[src/rtl/flag_unit_pkg.sv]
// Shared encodings for the condition-code path: ALU op codes, NZCV bit
// positions inside the flags vector, and bit positions of the flag_w
// write-enable pair.
package flag_unit_pkg;

  typedef enum logic [1:0] {
    ALU_ADD = 2'b00,
    ALU_SUB = 2'b01,
    ALU_AND = 2'b10,
    ALU_ORR = 2'b11
  } alu_ctrl_e;

  localparam int FLAG_N = 3;
  localparam int FLAG_Z = 2;
  localparam int FLAG_C = 1;
  localparam int FLAG_V = 0;

  // flag_w[1] enables the N,Z pair, flag_w[0] enables the C,V pair
  localparam int FLAGW_NZ = 1;
  localparam int FLAGW_CV = 0;

endpackage

[src/rtl/flag_unit_if.sv]
// Bus between the core control/datapath and flag_unit.
// master = core side (drives ALU info and strobes), slave = flag_unit.
interface flag_unit_if #(
  parameter int WIDTH = 32,
  parameter int CNT_W = 16
);
  logic [WIDTH-1:0] alu_a;
  logic [WIDTH-1:0] alu_b;
  logic [1:0]       alu_control;
  logic [WIDTH-1:0] alu_result;
  logic [1:0]       flag_w;
  logic             cond_sample;
  logic             cond_ex;
  logic             pcs;
  logic             reg_w;
  logic             mem_w;
  logic             next_pc;
  logic [3:0]       flags;
  logic             cond_ex_q;
  logic             pc_write;
  logic             reg_write;
  logic             mem_write;
  logic [CNT_W-1:0] skip_count;

  modport master (
    output alu_a, alu_b, alu_control, alu_result, flag_w, cond_sample,
           cond_ex, pcs, reg_w, mem_w, next_pc,
    input  flags, cond_ex_q, pc_write, reg_write, mem_write, skip_count
  );

  modport slave (
    input  alu_a, alu_b, alu_control, alu_result, flag_w, cond_sample,
           cond_ex, pcs, reg_w, mem_w, next_pc,
    output flags, cond_ex_q, pc_write, reg_write, mem_write, skip_count
  );
endinterface

[src/rtl/flag_gen.sv]
// Combinational NZCV generation from ALU operands, result and op code.
// Carry/overflow are rebuilt from a local adder so the ALU does not need
// to export its internal carry; logical ops clear C and V.
module flag_gen
  import flag_unit_pkg::*;
#(
  parameter int WIDTH = 32
) (
  input  logic [WIDTH-1:0] a,
  input  logic [WIDTH-1:0] b,
  input  logic [WIDTH-1:0] result,
  input  logic [1:0]       ctrl,
  output logic [3:0]       nzcv
);
  logic             arith;
  logic             sub;
  logic [WIDTH-1:0] bp;
  logic [WIDTH:0]   sum;

  assign arith = (ctrl == ALU_ADD) || (ctrl == ALU_SUB);
  assign sub   = (ctrl == ALU_SUB);
  assign bp    = sub ? ~b : b;
  assign sum   = {1'b0, a} + {1'b0, bp} + (WIDTH+1)'(sub);

  // NZCV assembly; only the carry-out of the adder matters here
  always_comb begin
    nzcv         = 4'b0000;
    nzcv[FLAG_N] = result[WIDTH-1];
    nzcv[FLAG_Z] = (result == '0);
    if (arith) begin
      nzcv[FLAG_C] = |(sum >> WIDTH);
      nzcv[FLAG_V] = ~(a[WIDTH-1] ^ bp[WIDTH-1]) & (a[WIDTH-1] ^ result[WIDTH-1]);
    end
  end
endmodule

[src/rtl/flag_unit.sv]
// Architectural NZCV register, condition-verdict latch, write-strobe gating
// and squashed-instruction counter.
// Optional macro FLAG_FWD_EN: flags output shows the post-write value in the
// same cycle as an enabled write (register behaviour unchanged).
module flag_unit
  import flag_unit_pkg::*;
#(
  parameter int WIDTH = 32,
  parameter int CNT_W = 16
) (
  input logic       clk,
  input logic       reset_n,
  flag_unit_if.slave fu
);
  logic [3:0]       nzcv;
  logic [3:0]       flags_q;
  logic [3:0]       flags_nxt;
  logic             cond_q;
  logic [CNT_W-1:0] skip_q;

  flag_gen #(.WIDTH(WIDTH)) u_gen (
    .a      (fu.alu_a),
    .b      (fu.alu_b),
    .result (fu.alu_result),
    .ctrl   (fu.alu_control),
    .nzcv   (nzcv)
  );

  // Next flag value: each half written only when the latched verdict passes.
  // Gating on the registered verdict keeps flags->cond_ex->flags loop-free.
  always_comb begin
    flags_nxt = flags_q;
    if (fu.flag_w[FLAGW_NZ] && cond_q) begin
      flags_nxt[FLAG_N] = nzcv[FLAG_N];
      flags_nxt[FLAG_Z] = nzcv[FLAG_Z];
    end
    if (fu.flag_w[FLAGW_CV] && cond_q) begin
      flags_nxt[FLAG_C] = nzcv[FLAG_C];
      flags_nxt[FLAG_V] = nzcv[FLAG_V];
    end
  end

  // Flags register, verdict latch and saturating skip counter
  always_ff @(posedge clk or negedge reset_n) begin
    if (!reset_n) begin
      flags_q <= 4'b0000;
      cond_q  <= 1'b0;
      skip_q  <= '0;
    end else begin
      flags_q <= flags_nxt;
      if (fu.cond_sample) begin
        cond_q <= fu.cond_ex;
        if (!fu.cond_ex && (skip_q != '1))
          skip_q <= skip_q + CNT_W'(1);
      end
    end
  end

`ifdef FLAG_FWD_EN
  assign fu.flags = flags_nxt;
`else
  assign fu.flags = flags_q;
`endif

  assign fu.cond_ex_q  = cond_q;
  assign fu.skip_count = skip_q;
  assign fu.pc_write   = (fu.pcs & cond_q) | fu.next_pc;
  assign fu.reg_write  = fu.reg_w & cond_q;
  assign fu.mem_write  = fu.mem_w & cond_q;
endmodule

[src/flat_wrapper.sv]
// flat-port wrapper written by rule: the top's interface ports become plain ports
module flag_unit_flat import flag_unit_pkg::*;
#(
  parameter int WIDTH = 32,
  parameter int CNT_W = 16
)
  (clk, reset_n, fu_alu_a, fu_alu_b, fu_alu_control, fu_alu_result, fu_flag_w, fu_cond_sample, fu_cond_ex, fu_pcs, fu_reg_w, fu_mem_w, fu_next_pc, fu_flags, fu_cond_ex_q, fu_pc_write, fu_reg_write, fu_mem_write, fu_skip_count);
  flag_unit_if #(.WIDTH(WIDTH), .CNT_W(CNT_W)) fu_i ();
  input logic clk;
  input logic reset_n;
  input wire logic [$bits(fu_i.alu_a)-1:0] fu_alu_a;
  input wire logic [$bits(fu_i.alu_b)-1:0] fu_alu_b;
  input wire logic [$bits(fu_i.alu_control)-1:0] fu_alu_control;
  input wire logic [$bits(fu_i.alu_result)-1:0] fu_alu_result;
  input wire logic [$bits(fu_i.flag_w)-1:0] fu_flag_w;
  input wire logic [$bits(fu_i.cond_sample)-1:0] fu_cond_sample;
  input wire logic [$bits(fu_i.cond_ex)-1:0] fu_cond_ex;
  input wire logic [$bits(fu_i.pcs)-1:0] fu_pcs;
  input wire logic [$bits(fu_i.reg_w)-1:0] fu_reg_w;
  input wire logic [$bits(fu_i.mem_w)-1:0] fu_mem_w;
  input wire logic [$bits(fu_i.next_pc)-1:0] fu_next_pc;
  output wire logic [$bits(fu_i.flags)-1:0] fu_flags;
  output wire logic [$bits(fu_i.cond_ex_q)-1:0] fu_cond_ex_q;
  output wire logic [$bits(fu_i.pc_write)-1:0] fu_pc_write;
  output wire logic [$bits(fu_i.reg_write)-1:0] fu_reg_write;
  output wire logic [$bits(fu_i.mem_write)-1:0] fu_mem_write;
  output wire logic [$bits(fu_i.skip_count)-1:0] fu_skip_count;
  assign fu_i.alu_a = fu_alu_a;
  assign fu_i.alu_b = fu_alu_b;
  assign fu_i.alu_control = fu_alu_control;
  assign fu_i.alu_result = fu_alu_result;
  assign fu_i.flag_w = fu_flag_w;
  assign fu_i.cond_sample = fu_cond_sample;
  assign fu_i.cond_ex = fu_cond_ex;
  assign fu_i.pcs = fu_pcs;
  assign fu_i.reg_w = fu_reg_w;
  assign fu_i.mem_w = fu_mem_w;
  assign fu_i.next_pc = fu_next_pc;
  assign fu_flags = fu_i.flags;
  assign fu_cond_ex_q = fu_i.cond_ex_q;
  assign fu_pc_write = fu_i.pc_write;
  assign fu_reg_write = fu_i.reg_write;
  assign fu_mem_write = fu_i.mem_write;
  assign fu_skip_count = fu_i.skip_count;
  flag_unit #(.WIDTH(WIDTH), .CNT_W(CNT_W)) u_core (.clk(clk), .reset_n(reset_n), .fu(fu_i));
endmodule
[config.mk]
export PLATFORM = sky130hd
export DESIGN_NAME = flag_unit_flat
export DESIGN_NICKNAME = d
export VERILOG_FILES = /design/src/rtl/flag_unit_pkg.sv /design/src/rtl/flag_unit_if.sv /design/src/rtl/flag_gen.sv /design/src/rtl/flag_unit.sv /design/src/flat_wrapper.sv
export SDC_FILE = /design/constraint.sdc
export NUM_CORES = 1
export LEC_CHECK = 0
export ABC_CLOCK_PERIOD_IN_PS = 1600
export BUFFER_PORTS_ARGS = -buffer_cell sky130_fd_sc_hd__buf_2
export CORE_ASPECT_RATIO = 0.75
export CORE_MARGIN = 4
export CORE_UTILIZATION = 40
export CTS_BUF_LIST = sky130_fd_sc_hd__clkbuf_2 sky130_fd_sc_hd__clkbuf_4 sky130_fd_sc_hd__clkbuf_8
export DETAILED_ROUTE_END_ITERATION = 12
export PLACE_DENSITY_LB_ADDON = 0.3
export RECOVER_POWER = 25
export SKIP_LAST_GASP = 1
export SLEW_MARGIN = 10
export SYNTH_ARGS = -nofsm -noshare
export SYNTH_HDL_FRONTEND = slang
export SYNTH_SLANG_ARGS = --single-unit
[constraint.sdc]
create_clock -name clk -period 1.6 [get_ports clk]
set_input_delay 0.16 -clock clk [delete_from_list [all_inputs] [get_ports clk]]
set_output_delay 0.16 -clock clk [all_outputs]
set_load 0.02 [all_outputs]
# ---- Word level (Yosys, flattened, before mapping)
# Index checks and enable logic that the tools add are counted.
dict set report op_classes {
  n_addsub 3
  n_eq_ne 2
  mux 2
  bitwise 9
  reduce_logical 8
}
# cell count
set ops {}
lappend ops {{32-bit by 32-bit adder with 33-bit output} 1}
lappend ops {{33-bit by 1-bit adder with 33-bit output} 1}
lappend ops {{32-bit zero test} 1}
lappend ops {{32-bit 2-to-1 mux} 1}
lappend ops {{32-bit inverter} 1}
lappend ops {{16-bit by 1-bit adder with 16-bit output, second input constant} 1}
lappend ops {{16-bit inequality test, second input constant} 1}
lappend ops {{1-bit AND} 4}
lappend ops {{1-bit logical AND} 3}
lappend ops {{2-bit by 1-bit equality test with 1-bit output, second input constant} 1}
lappend ops {{2-bit zero test} 1}
lappend ops {{2-bit 2-to-1 mux} 1}
lappend ops {{2-bit AND reduction} 1}
lappend ops {{1-bit XOR} 2}
lappend ops {{1-bit zero test} 1}
lappend ops {{1-bit logical OR} 1}
lappend ops {{1-bit inverter} 1}
lappend ops {{1-bit bitwise OR} 1}
dict set report word_totals {
  reg_bits 21
  input_bits 108
}

# ---- Longest topological paths before layout
dict set report logic_depth {
  word_depth 6
  mapped_depth 10
}

# ---- By module
# A second synthesis with hierarchy kept.
dict set report hier_totals {
  cells_unflattened 222
  hier_area_um2 2108.3
}
# mod n_inst cells_each area_each_um2 seq_area_each_um2
set modules_own_cells {}
lappend modules_own_cells {flag_gen 1 134 1074.8 0.0}
lappend modules_own_cells {flag_unit 1 88 1033.5 525.5}

# ---- Least setup slack after synthesis
# Ideal clock, no wire load.
dict set report synth_path {
  path_type {input-to-reg}
  startpoint {input fu_alu_control[1]}
  endpoint {register u_core.flags_q[1] (netlist: u_core.fu.flags[1])}
  setup_ns 0.134
  arrival_ns 1.945
  required_time_ns 1.466
  setup_slack_ns -0.479
  cell_stages 10
  path_buffers 2
  cell_sequence {nand2b_1 clkbuf_1 buf_2 xnor2_1 ha_1 a21o_1 a21oi_1 o221ai_1 a2111oi_0 a21oi_1}
}
dict set report synth_between {
  elab_chain_len 5
}
# element line_no
set synth_rtl {}
lappend synth_rtl {{start: declaration} flat_wrapper.sv:13} ;# input wire logic [$bits(fu_i.alu_control)-1:0] fu_alu_control;
lappend synth_rtl {{2-bit by 1-bit equality test with 1-bit output} {flag_gen.sv:20, flag_gen.sv:21}}
lappend synth_rtl {{32-bit 2-to-1 mux} flag_gen.sv:22} ;# assign bp = sub ? ~b : b;
lappend synth_rtl {{32-bit by 32-bit adder with 33-bit output} flag_gen.sv:23} ;# assign sum = {1'b0, a} + {1'b0, bp} + (WIDTH+1)'(sub);
lappend synth_rtl {{33-bit by 1-bit adder with 33-bit output} flag_gen.sv:23}
lappend synth_rtl {{2-bit 2-to-1 mux *} flag_gen.sv:30} ;# if (arith) begin
lappend synth_rtl {{end signal: assignment} flag_unit.sv:50} ;# flags_q <= flags_nxt;
lappend synth_rtl {{end: declaration} flag_unit.sv:16} ;# logic [3:0] flags_q;
# Mark *: on every way between the ends. The rest lies on a longest branch, timed or not.
# A chain may end at the register's enable or synchronous reset.

# ---- Worst setup path after layout
# Ends and elaborated chain as after synthesis.

==> impl_metrics.csv <==
group,metric,value,unit
hold_path,min_to,"u_core.fu.cond_ex_q",
route,vias,2141,
sta,setup_violations,1,
global_routing,grt_pass1_vias,2065,
setup_path,crit_type,"input port to flip-flop",
route,routed_wirelength,5745,µm
yosys,synth_top_area_share,26.04,%
sta,skew,0.004503,ns
setup_path,r2r-end,"u_core.fu.skip_count[13]",
yosys,syn_nets,348,
hold_path,worstHoldStart,"fu_cond_ex",
global_routing,antenna_found_initial,0,
sta,final-hold-violation-count,0,
yosys,synth.largest_area_cell,"dfrtp_1",
setup_path,path_cells,"buf_2 -> nand2b_4 -> xnor2_1 -> ha_1 -> a21o_1 -> a21o_1 -> a221o_1 -> a22oi_2 -> a21oi_1",
sta,setup_slack,-0.1195,ns
global_routing,grt_max_degree,22,
clocking,cts_tree,"built",
floorplan,die_h,69.52,µm
clocking,cts_buffer_depth,2,
yosys,synth-seq-cells,21,
status,status,"finished with violations",
hold_path,hold_path_class,"input port to flip-flop",
pwr,power_density,684.3,mW/mm²
global_routing,grt_overflow_total,0,
route,drt_first_pass_iters,4,
sta,worst_pin_slew,1.125,ns
sta,rsz0062_at_grt,"true",
route,vias_per_cell,4.956,
clocking,cts_made_buffers,3,
sta,slew_viol_final,0,
yosys,syn_inst,208,
clocking,clock_sinks,21,
hold_path,hold_path_depth,2,
route,postRouteAntennaNets,0,
clocking,clkTransAtPathRegs,0.07,ns
placed_design,dpl.hpwl,4605,µm
setup_path,crit_path_start_kind,"input port",
floorplan,die_area,0.006258,mm²
floorplan,initial_core_util,41.19,%
global_routing,grt.total_usage,17.17,%
finish,utilization,65.22,%
yosys,syn_avg_cell_area,9.703,µm²
placed_design,dp_slack,-0.4565,ns
setup_path,r2r_slack,0.02,ns
yosys,synth_warnings,0,
sta,fin_crit,1.720,ns
setup_path,slowest_stage,"a221o_1",
setup_path,worst_ep_required_time,1.73,ns
pwr,power.leakage,1.633,nW
finish,diodes,0,
finish,final_layout_size_suffix_gt1_share,54.84,%
pwr,ir_worst_vdd,0.6193,mV
floorplan,io_pins,132,
setup_path,cp-end-kind,"flip-flop",
placed_design,numPortBuffers,131,
finish,area_delta_synth_final,58.34,%
setup_path,arrival,1.85,ns
setup_path,cpMostUsedCell,"a21o_1",
sta,fmax,581.6,MHz
yosys,synth_cell_types,37,
clocking,htree_levels,1,
sta,min_period_over_period,107.5,%
finish,final_nets,513,
job,max-cap-violations,0,
route,drc_errors,0,
setup_path,timing.rr.start,"u_core.fu.skip_count[8]",
yosys,synth_area,0.002018,mm²
sta,relSlewSlack,25.03,%
route,dr.first_iter.drc_count,44,
placed_design,gp_congestion,0.7413,
setup_path,reg2reg_depth,6,
global_routing,grt_pass1_wl,9149,µm
floorplan,die_w,90.02,µm
floorplan,coreArea,0.004900,mm²
clocking,clock_latency,0.26,ns
route,wire_per_inst,13.30,µm
setup_path,path_max_fanout,7,
status,failed_checks,"negative setup slack",
yosys,synth_area_leaders,"dfrtp_1, ha_1, xnor2_1",
floorplan,rows,22,
clocking,clockRootBuffer,"clkbuf_8",
setup_path,crit_path_max_incr_delay,0.32,ns
yosys,ys_seq_area_share,26.04,%
==> worst max path at each step <==
| stage | start | endpoint | slack (ns) | cells after the start |
|---|---|---|---|---|
| final | fu_alu_control[1] | u_core.fu.flags[1] | -0.12 | 9 |
| after global routing | fu_alu_control[1] | u_core.fu.flags[1] | -0.22 | 9 |
| after CTS | fu_alu_control[1] | u_core.fu.flags[1] | -0.12 | 9 |
| after detailed placement | fu_alu_control[1] | u_core.fu.flags[1] | -0.46 | 10 |
| after global placement | fu_alu_control[1] | u_core.fu.flags[1] | -0.43 | 10 |
| after floorplan | fu_alu_control[1] | u_core.fu.flags[1] | -0.33 | 10 |
==> timing repair <==
action	CTS	global route
endpoints found under the hold margin	21	0
buffers inserted	1	9
gates resized for setup	4	17
hold buffers	1	0
cloned	1	0
endpoints found under the setup margin	1	9
pin swaps	6	16
==> cells in the mapped netlist <==
cell,number
nor3_1,2
nor4_1,9
o31ai_1,1
a211oi_1,1
and4_2,1
ha_1,32
xnor2_1,45
o311ai_0,1
nand4_1,13
nand3_1,9
a2111oi_0,1
a31oi_1,2
mux2_2,2
nand3b_1,1
inv_1,3
a21o_1,7
o41ai_1,1
nor3b_2,1
a21oi_1,12
o221ai_1,1
nor2_1,5
a221o_1,1
o21a_1,3
nand2_1,13
o21ai_0,4
and2_1,4
buf_2,3
nand2_4,1
nand2b_1,1
clkbuf_1,1
nor4_4,1
dfrtp_1,21
nand4_2,1
and2b_1,1
a22oi_1,1
nand4_4,1
mux2_4,1
==> flip-flops by register name, indices dropped and copies added (netlist names) <==
name	flops
u_core.fu.cond_ex_q	1
u_core.fu.flags	4
u_core.fu.skip_count	16
==> area by class of cell <==
class,instances,area (µm²)
clock buffer,4,48.80
inverter,3,11.26
timing repair buffer,163,928.4
sequential,21,539.3
multi-input combinational,181,1593
fill,428,1704
tap,60,75.07
==> cells in the final DEF (no fill, tap or decap), types with 2 or more instances in the layout <==
cell,instances
a21o_1,7
a21oi_1,10
a21oi_2,2
a31oi_1,2
and2_1,4
buf_2,130
buf_4,25
buf_6,5
clkbuf_8,3
dfrtp_1,10
dfrtp_2,11
ha_1,32
inv_1,3
mux2_2,2
nand2_1,11
nand2_2,2
nand2b_4,2
nand3_1,6
nand3_2,3
nand4_1,13
nand4_4,2
nor2_1,5
nor3_1,2
nor4_1,8
o21a_1,3
o21ai_0,4
xnor2_1,40
xnor2_2,5
==> cells by family after synthesis <==
kind of cell               count (synthesis)  share of synthesized area [%]
and+or+nand+nor                           64                          19.59
AOI/OAI and AO/OA                         36                          11.66
adders and majority gates                 32                          19.84
DFF                                       21                          26.04
xor gates and xnor gates                  45                          19.53
buffers and inverters                      7                          1.487
muxes                                      3                          1.860
==> worst max-delay path: cells and delay by family <==
| family | cells | cell delay, ns |
|---|---|---|
| AO/OA/AOI/OAI | 5 | 0.91 |
| XOR/XNOR | 1 | 0.15 |
| adder cells (fa/ha/maj) | 1 | 0.30 |
| buffers and inverters | 1 | 0.12 |
| AND/OR/NAND/NOR | 1 | 0.21 |
==> through the flow <==
step | hold slack (ns) | instances | power [W] | TNS, ns | area, µm²
after CTS | 0.1444 | 423 | 0.002161 | -0.1152 | 3033
after global placement | 0.1475 | 416 | 0.001761 | -0.4343 | 2932
final | 0.1482 | 432 | 0.002187 | -0.1195 | 3196
after floorplan | -0.1356 | 208 | 0.001318 | -0.3296 | 2102
after global routing | 0.1459 | 432 | 0.002348 | -0.9445 | 3196
after detailed placement | 0.1426 | 416 | 0.001779 | -0.4565 | 2932
==> layer usage <==
layer | vias up | share of wire (%) | GRT usage (%)
met1 | 973 | 44 | 21.87
met2 | 62 | 50 | 30.63
met4 | 0 | 0.12 | 1.019
li1 | 1104 | - | -
met5 | - | 0 | 0
met3 | 2 | 6.1 | 4.447
==> power by group <==
group          switching, W  internal, W  total (W)
clock network      0.000162     0.000194   0.000356
registers         0.0000590     0.000623   0.000682
logic              0.000579     0.000570    0.00115
total              0.000799      0.00139    0.00219
Note: power is estimated with default switching activity, not from simulation.
